[src/rtl/fpu_result_collector.sv]
// Output stage of the FP coprocessor: captures the result of the unit named by the op queue head
// in order, acknowledges it, and buffers it in a first-word-fall-through FIFO that the CPU drains.
module fpu_result_collector #(
    parameter int DATA_W    = 32,
    parameter int DEPTH     = 8,
    parameter int NUM_UNITS = 3,
    parameter int TAG_W     = 3
) (
    input  logic                        clk,
    input  logic                        n_rst,
    input  logic [NUM_UNITS*DATA_W-1:0] unit_result,
    input  logic [NUM_UNITS-1:0]        unit_done,
    output logic [NUM_UNITS-1:0]        unit_serv,
    input  logic                        op_valid,
    input  logic [TAG_W-1:0]            op_tag,
    output logic                        op_pop,
    input  logic                        cpu_pop,
    output logic [DATA_W-1:0]           result,
    output logic                        result_valid,
    output logic                        full,
    output logic [$clog2(DEPTH):0]      count,
    input  logic                        err_clr,
    output logic                        bad_tag_err,
    output logic                        underflow_err
);

    localparam int PTR_W     = $clog2(DEPTH);
    localparam int CNT_W     = PTR_W + 1;
    localparam int TAG_RANGE = 2 ** TAG_W;

    logic [DATA_W-1:0]    mem [DEPTH];
    logic [PTR_W-1:0]     wr_ptr;
    logic [PTR_W-1:0]     rd_ptr;
    logic [TAG_RANGE-1:0] done_ext;
    logic [TAG_RANGE-1:0] serv_dec;
    logic [DATA_W-1:0]    res_ext [TAG_RANGE];
    logic                 tag_ok;
    logic                 pop_ok;
    logic                 accept;
    logic                 bad_tag;

    // Widen the per-unit vectors to the full tag range so any tag value indexes safely;
    // tags with no unit behind them read as "not done" with a zero result.
    generate
        for (genvar k = 0; k < TAG_RANGE; k++) begin : g_res
            if (k < NUM_UNITS) begin : g_unit
                assign res_ext[k] = unit_result[k*DATA_W +: DATA_W];
            end else begin : g_none
                assign res_ext[k] = '0;
            end
        end
    endgenerate

    assign done_ext = TAG_RANGE'(unit_done);
    assign serv_dec = TAG_RANGE'(1) << op_tag;
    assign tag_ok   = {{(32-TAG_W){1'b0}}, op_tag} < 32'(NUM_UNITS);

    assign full         = (count == CNT_W'(DEPTH));
    assign result_valid = (count != '0);
    assign result       = mem[rd_ptr];

    // op_pop doubles as the busy flag: the cycle after a capture the unit still shows done,
    // so blocking that cycle prevents capturing the same result twice.
    assign pop_ok  = cpu_pop && (count != '0);
    assign accept  = op_valid && tag_ok && done_ext[op_tag] && !op_pop && (!full || cpu_pop);
    assign bad_tag = op_valid && !tag_ok && !op_pop;

    always_ff @(posedge clk or negedge n_rst) begin
        if (!n_rst) begin
            for (int i = 0; i < DEPTH; i++) begin
                mem[i] <= '0;
            end
            wr_ptr        <= '0;
            rd_ptr        <= '0;
            count         <= '0;
            unit_serv     <= '0;
            op_pop        <= 1'b0;
            bad_tag_err   <= 1'b0;
            underflow_err <= 1'b0;
        end else begin
            if (accept) begin
                mem[wr_ptr] <= res_ext[op_tag];
                wr_ptr      <= wr_ptr + PTR_W'(1);
            end
            if (pop_ok) begin
                rd_ptr <= rd_ptr + PTR_W'(1);
            end
            count     <= count + CNT_W'(accept) - CNT_W'(pop_ok);
            unit_serv <= accept ? NUM_UNITS'(serv_dec) : '0;
            op_pop    <= accept || bad_tag;

            // Clear has priority over a set in the same cycle.
            if (err_clr) begin
                bad_tag_err   <= 1'b0;
                underflow_err <= 1'b0;
            end else begin
                if (bad_tag) begin
                    bad_tag_err <= 1'b1;
                end
                if (cpu_pop && (count == '0)) begin
                    underflow_err <= 1'b1;
                end
            end
        end
    end

endmodule

[config.mk]
export PLATFORM = sky130hd
export DESIGN_NAME = fpu_result_collector
export DESIGN_NICKNAME = d
export VERILOG_FILES = /design/src/rtl/fpu_result_collector.sv
export SDC_FILE = /design/constraint.sdc
export NUM_CORES = 1
export LEC_CHECK = 0
export CAP_MARGIN = 20
export CORE_MARGIN = 10
export CORE_UTILIZATION = 52
export CTS_CLUSTER_SIZE = 20
export DETAILED_ROUTE_END_ITERATION = 8
export GPL_TIMING_DRIVEN = 0
export PLACE_DENSITY_LB_ADDON = 0.2
export SLEW_MARGIN = 0
export SYNTH_ARGS = -nofsm -noshare
export SYNTH_HDL_FRONTEND = slang
export SYNTH_SLANG_ARGS = --single-unit
[constraint.sdc]
create_clock -name clk -period 4.8 [get_ports clk]
set_input_delay 0.96 -clock clk [delete_from_list [all_inputs] [get_ports clk]]
set_output_delay 0.96 -clock clk [all_outputs]
set_load 0.05 [all_outputs]
Yosys cells after proc, flatten, opt, wreduce, memory -nomap -nowiden
Index checks and enable logic that the tools add are counted.

Bits in registers: 272. Bits of input ports: 107. Output and inout port bits: 44. Logic and storage cells: 64.

Add/subtract/negate cells: 4. Magnitude comparators: 6. Equality and inequality tests: 1. Shift operators: 1. Multiplexer cells: 16. Bitwise gates (word level): 3. Reductions and logical operators: 18.

Operators with widths (count): $bwmux 256 (1); $bmux 32 s3 (2); $mux 32 (5); $demux 32 s3 (1); $ge 4x4->1 const B (3); $not 3->4 (3); $logic_and 1x1->1 (9); $add 3x1->3 const B (2); $mux 1 (5); $add 4x1->4 (1); $eq 4x4->1 const B (1); $logic_not 4->1 (1); $lt 3x4->1 const B (1); $lt 4x1->1 const B (1); $reduce_bool 2->1 (2); $reduce_bool 4->1 (1); $sub 4x1->4 (1); $bmux 1 s3 (1); $logic_not 1->1 (3); $lt 3x2->1 const B (1); $mux 3 (1); $shl 1x3->3 const A (1); $logic_or 1x1->1 (2).

Logic depth before layout (Yosys ltp)
Gate-level depths: netlist (run 1).

Depth after elaboration: 7. Gate-level depth with buffers: 11. Depth with buffers taken out: 11.

Worst setup path after synthesis (run 1)
Ideal clock, no wire load.

Path kind: reg-to-output. From: reg rd_ptr[0]. To: out result[0]. Data arrival time: 2.000 ns. Required time: 3.840 ns. Slack: 1.840 ns. Cell stages (with the launch flop): 5. Path buffers: 2. Cells stage by stage: dfrtp_1 clkbuf_1 buf_2 mux4_2 mux2_2.

Word-level cells in the longest chain between the ends: 4.

Ends and longest elaborated chain: from (decl) (RTL line 33) `logic [PTR_W-1:0] rd_ptr;`; from (signal assigned) (RTL line 86) `rd_ptr <= rd_ptr + PTR_W'(1);`; $not 3->4 (not written as such) (RTL line 60) `assign result = mem[rd_ptr];`; $bmux 32 s3 (RTL line 60); $mux 32 (not written as such) (2 in series) (RTL line 60); to (decl) (RTL line 18) `output logic [DATA_W-1:0] result,`.

No other way between the ends. The select of a mux whose other input is x is not followed.

Final worst setup path (run 1)
From: reg rd_ptr[1]. To: out result[8].

The elaborated chain is that of the path after synthesis.

==> results of run 1 <==
stage by stage:
step / std cells / utilization / TNS, ps / total power [mW] / instance area [um^2]
floorplan: 878 / - / 0 / 4.380 / 13180
global placement: 1357 / 0.6023 / -2437690 / 5.065 / 15080
detailed placement: 1359 / 0.6047 / 0 / 5.114 / 15140
CTS: 1412 / 0.6438 / 0 / 7.371 / 16120
global route: 1412 / 0.6438 / 0 / 7.634 / 16120
finish: 1412 / 0.6438 / 0 / 7.293 / 16120
cells by family (layout without fill, tap and decap cells):
group	Yosys count	count (layout)	synth area share
fa+ha+maj	9	9	0.009116
xor+xnor	6	6	0.003988
flops	272	272	0.5166
simple gates	95	95	0.03846
buf+inv	68	272	0.02459
compound gates	41	41	0.01643
mux	387	387	0.3908
final cells by class:
class,instances,area share
plain buffers,62,0.01871
clock buffers,45,0.05620
clock inverters,8,0.004425
inverters,6,0.001397
multi-input cells,538,0.3751
flip-flops and latches,272,0.4223
well taps,330,0.02562
repair buffers,151,0.09626
registers in the layout, summed over array words and instances (netlist names):
signal         count
underflow_err      1
wr_ptr             3
count              4
op_pop             1
mem              256
unit_serv          3
rd_ptr             3
bad_tag_err        1
placed cells by master, fill, tap and decap left out, drive strengths merged, types with 2 or more instances in the layout:
cell             n
buf             39
clkbuf          71
nand3            2
nand2           36
or2             32
nor2             3
nand2b           2
clkdlybuf4s50  148
xor2             2
mux4            64
mux2i           33
ha               8
or4              5
inv              7
mux2           290
nor2b            2
clkinv           5
nor3             6
xnor2            4
a21oi           35
dfrtp          272
nand4b           2
a21o             2
power groups by stage:
stage	clock, mW	sequential, mW	combinational, mW
6_report	2.24	2.83	2.22
5_1_grt	2.38	2.87	2.38
4_1_cts	2.28	2.83	2.26
3_5_place_dp	0	2.86	2.25
3_3_place_gp	0	2.86	2.21
2_1_floorplan	0	2.87	1.51
per-layer routing:
layer	wire, um	up-vias	part of all wire
met5	0	-	0
li1	-	3590	-
met1	14060	4177	0.45
met2	15020	156	0.49
met4	389	0	0.013
met3	1445	31	0.047
worst min-delay path by stage:
stage	start	end	slack, ps	depth (start not counted)
floorplan	mem[10]	mem[10]	450	1
global placement	mem[147]	mem[147]	460	1
detailed placement	mem[158]	mem[158]	470	1
CTS	n_rst	count[3]	300	1
global route	n_rst	count[1]	310	1
finish	n_rst	count[3]	300	1
worst register-to-register path: stages, from the launching register on:
cell	delay (ps)
dfrtp_1	370
inv_1	100
ha_1	170
nor4b_1	770
nor3_1	160
nand2_1	260
ha_1	170
inv_1	40
ha_1	210
fa_1	410
xor2_1	170
==> flow_summary.ini, run 1 <==
[power]
pwr-share-comb = 0.304
p_leak_nw = 7.882
clockPowerShare = 0.308
intPower_mw = 5.017
power_frac_seq = 0.388
p_per_area_mw_per_mm2 = 452.5
p_switching_mw = 2.276
ir_worst_vdd_uv = 232.3
swShare = 0.3121

[timing]
fin_worst_skew_ps = 10.18
hold_violations = 0
setup_slack_ps = 239.8
slew_headroom = 0.3569
period_needed_ps = 4560
slew_viol_final = 0
fmax_mhz = 219.3
finalCritPeriodShare = 0.9500
hold_slack_ps = 300.8
tightest_slew_ps = 951.3
rsz0062_at_grt = no
finalSetupViolCount = 0

[detailed_routing]
drc_errors = 0
drt_first_iter_violations = 439
vias = 7954
via_per_inst = 5.633
ant_nets = 0
finalWirelength_um = 30910
wl_per_cell_um = 21.89
dr.pass1.iters = 4

[worst_setup_path]
path_max_fanout = 10
cp_slowest_cell = clkdlybuf4s50_1
start_kind = register
crit_buf_inv = 3
reg2reg_depth = 10
crit_cells = 5
path_cells = clkbuf_1 -> clkbuf_1 -> mux4_2 -> mux2_2 -> clkdlybuf4s50_1
cp.arrival_ps = 3600
r2r-end = count[2]
crit_required_ps = 3840
crit_path_end = result[8]
r2r_slack_ps = 1860
critPathKind = register to output pin
worst_setup_path_end_kind = output pin
slowest_delay_ps = 720
worstSetupStartpoint = rd_ptr[1]
crit_family = buffers and inverters
reg2reg_from = count[2]
critPathMostFrequentCell = clkbuf_1

[cells_and_area]
antenna_cells = 0
regArea_mm2 = 0.006807
multiInputGateArea_mm2 = 0.006046
area_growth_pct = 22.32
n_fill_cell = 1897
drive_above_1_share = 0.1978
final_nets = 1176

[synth]
synth_flop_cell = dfrtp_1
synthTopCellsByCount = 272 x dfrtp_1, 228 x mux2_1, 64 x mux4_2
synthArstFlopShare = 1.000
netlist_area_mm2 = 0.01318
ys_types = 37
yosys_warnings = 0
yosysMostFrequentCell = dfrtp_1
postSynthCellCount = 878
avgSynthCellArea_um2 = 15.01
yosysTopAreaCellShare = 0.5166
synth_edf_count = 0
syn_nets = 994
synth_area_leaders = dfrtp_1 52%, mux2_1 19%, mux4_2 11%
synth_top_area_cell = dfrtp_1
ys_seq_area_frac = 0.5166
synth-seq-cells = 272

[global_routing]
grt_use_total = 0.1942
met3_usage = 0.03370
grt_max_degree = 124
first_global_vias = 8679
grtUsageMet2 = 0.3220
overflow = 0
antenna_found_initial = 0
busiest_layer = met2
met1_usage = 0.2649
grt_pass1_wl_um = 48680

[clocking]
cts_tree = built
cts_resized = 0
h-tree-depth = 1
clock-root-buffer = clkbuf_16
cts_hold_buf = 0
cts.sink_count = 272
cts_setup_buffers = 0
path_clk_slew_ps = 60
worstSkewPairLatency_ps = 540
cts_buffers = 29
clock_path_buffers = 3

[place]
port-buffer-count = 149
dpl_worst_slack_ps = 591.8
dp_hpwl_um = 20820
gp_congestion = 0.7620

[floorplan]
die_h_um = 179.2
start_util = 0.5263
num_rows = 58
io_pins = 151
die-area_mm2 = 0.03211
die_w_um = 179.2
coreArea_mm2 = 0.02504

[worst_hold_path]
hp-class = input pin to asynchronous set/reset pin

[job]
cap_violations = 0

[run_status]
status = finished, final reports clean
(Power assumes the default switching activity.)
==> run 2: changes to the inputs <==
==> constraint.sdc (replaced) <==
create_clock -name clk -period 5.49 [get_ports clk]
set_input_delay 1.098 -clock clk [delete_from_list [all_inputs] [get_ports clk]]
set_output_delay 1.098 -clock clk [all_outputs]
set_load 0.05 [all_outputs]
==> results of run 2 <==
The final DEF is identical to that of run 1. Status: finished, final reports clean.
Main changes from that run: setup slack after placement 591.8 ps -> 1144 ps; setup slack after layout 239.8 ps -> 791.8 ps; hold slack 300.8 ps -> 438.8 ps; register-to-register setup slack 1860 ps -> 2550 ps; total power 7.293 mW -> 6.376 mW; worst IR drop on VDD 232.3 uV -> 203.1 uV
==> run 3: changes to the inputs <==
--- a/config.mk
+++ b/config.mk
@@ -11,7 +11,8 @@
 export CTS_CLUSTER_SIZE = 20
 export DETAILED_ROUTE_END_ITERATION = 8
 export GPL_TIMING_DRIVEN = 0
-export PLACE_DENSITY_LB_ADDON = 0.2
+export PLACE_DENSITY = 0.79
+export SETUP_SLACK_MARGIN = 0.3
 export SLEW_MARGIN = 0
 export SYNTH_ARGS = -nofsm -noshare
 export SYNTH_HDL_FRONTEND = slang
==> run 3 against run 2 <==
Effect of this change: setup slack lost 46 ps; highest routed layer unchanged; sequential share of layout area up 0.082 points; critical endpoint is now result[20]; first-iteration DRC count rose by 0.91%; clock skew about the same; utilization decreased by 0.12 points; final area fell by 0.19%; non-clock buffer count is the same; sequential power about the same; largest cell class unchanged.
==> flow_summary.ini, run 3 (synthesized netlist as in run 1, its figures left out) <==
[run_status]
status = finished, final reports clean

[clocking]
cts_buffers = 29
h-tree-depth = 1
path_clk_slew_ps = 60
clock_path_buffers = 3
cts_setup_buffers = 0
cts.sink_count = 272
worstSkewPairLatency_ps = 540
cts_hold_buf = 0
clock-root-buffer = clkbuf_16
cts_resized = 0
cts_tree = built

[detailed_routing]
wl_per_cell_um = 21.70
vias = 8034
dr.pass1.iters = 4
drt_first_iter_violations = 443
ant_nets = 0
via_per_inst = 5.702
drc_errors = 0
finalWirelength_um = 30570

[timing]
finalSetupViolCount = 0
tightest_slew_ps = 1023
slew_viol_final = 0
period_needed_ps = 4744
fin_worst_skew_ps = 10.22
finalCritPeriodShare = 0.8641
slew_headroom = 0.3085
hold_violations = 0
fmax_mhz = 210.8
setup_slack_ps = 746.0
rsz0062_at_grt = no

[worst_setup_path]
start_kind = register
critPathKind = register to output pin
path_max_fanout = 10
r2r_slack_ps = 2460
reg2reg_depth = 10
r2r-end = count[2]
worst_setup_path_end_kind = output pin
reg2reg_from = count[2]
cp.arrival_ps = 3650
crit_required_ps = 4390

[cells_and_area]
area_growth_pct = 22.09
finalNonFillerCells = 1409
drive_above_1_share = 0.1928
largest_register_ffs = 256
antenna_cells = 0
reg.largest.list = mem x256, count x4
regMostFlops = mem
most-common-layout-cells = 272 x dfrtp_1, 228 x mux2_1, 148 x clkdlybuf4s50_1
layout_commonest_cell = dfrtp_1
design_area_mm2 = 0.01609
utilization = 0.6425
final_nets = 1176

[place]
gp_congestion = 0.7549
dp_hpwl_um = 20970
port-buffer-count = 149
placed_cell_area_mm2 = 0.01514
dp.cells = 1359
dpl_worst_slack_ps = 1150

[floorplan]
io_pins = 151
die_w_um = 179.2
coreArea_mm2 = 0.02504
die-area_mm2 = 0.03211
die_h_um = 179.2
num_rows = 58
start_util = 0.5263

[global_routing]
overflow = 0
grt_use_total = 0.1952
grt_pass1_wl_um = 49390
antenna_found_initial = 0
grt_max_degree = 104
first_global_vias = 8811

[worst_hold_path]
hold-path-endpoint = mem[17]
hp-class = register to register
hold_path_depth = 1
hold_start = mem[17]

[job]
cap_violations = 0

[power]
intPower_mw = 4.379
design_power_total_mw = 6.347
swShare = 0.3100
p_leak_nw = 7.863
p_switching_mw = 1.967
clockPowerShare = 0.304
ir_worst_vdd_uv = 376.6
pwr-share-comb = 0.305
power_frac_seq = 0.391
p_per_area_mw_per_mm2 = 394.5
==> run 3: worst max-delay path: stages, from the launching register on <==
cell	delay, ps
dfrtp_1	420
clkbuf_1	520
clkbuf_1	720
mux4_2	400
mux2_2	300
clkdlybuf4s50_1	720
==> run 3: metal layers <==
| metal | up-vias | part of all wire | global-route usage |
|---|---|---|---|
| met5 | - | 0 | 0 |
| met4 | 0 | 0.026 | 0.05261 |
| met3 | 48 | 0.057 | 0.04444 |
| met2 | 181 | 0.48 | 0.3192 |
| met1 | 4198 | 0.43 | 0.2578 |
| li1 | 3607 | - | - |
==> run 3: how the worst max path moves through the flow <==
stage	startpoint	to	slack, ps	depth (start not counted)
2_1_floorplan	rd_ptr[0]	result[0]	2390	4
3_3_place_gp	n_rst	mem[79]	-8260	1
3_5_place_dp	op_tag[0]	mem[64]	1150	8
4_1_cts	rd_ptr[0]	result[20]	770	5
5_1_grt	rd_ptr[0]	result[12]	660	5
6_report	rd_ptr[1]	result[20]	750	5
==> run 3: through the flow <==
stage / hold WS [ps] / TNS (ps)
final: 479.1 / 0
after global routing: 492.0 / 0
after CTS: 482.3 / 0
after detailed placement: 469.1 / 0
after global placement: 462.1 / -2239750
after floorplan: 452.6 / 0
==> run 3: final cells by class <==
cell class / count / area, um^2
tap: 330 / 412.9
multi-input combinational: 538 / 6046
sequential: 272 / 6807
inverter: 6 / 22.52
clock buffer: 44 / 862.1
timing repair buffer: 151 / 1551
fill: 1847 / 8950
clock inverter: 6 / 83.83
buffer: 62 / 301.5
==> run 3: power by group through the flow <==
| stage | clock network, mW | logic (mW) | registers [mW] |
|---|---|---|---|
| final | 1.93 | 1.94 | 2.48 |
| after floorplan | 0 | 1.32 | 2.51 |
| after CTS | 1.96 | 1.97 | 2.48 |
| after detailed placement | 0 | 1.96 | 2.50 |
| after global placement | 0 | 1.92 | 2.50 |
| after global routing | 2.04 | 2.09 | 2.52 |
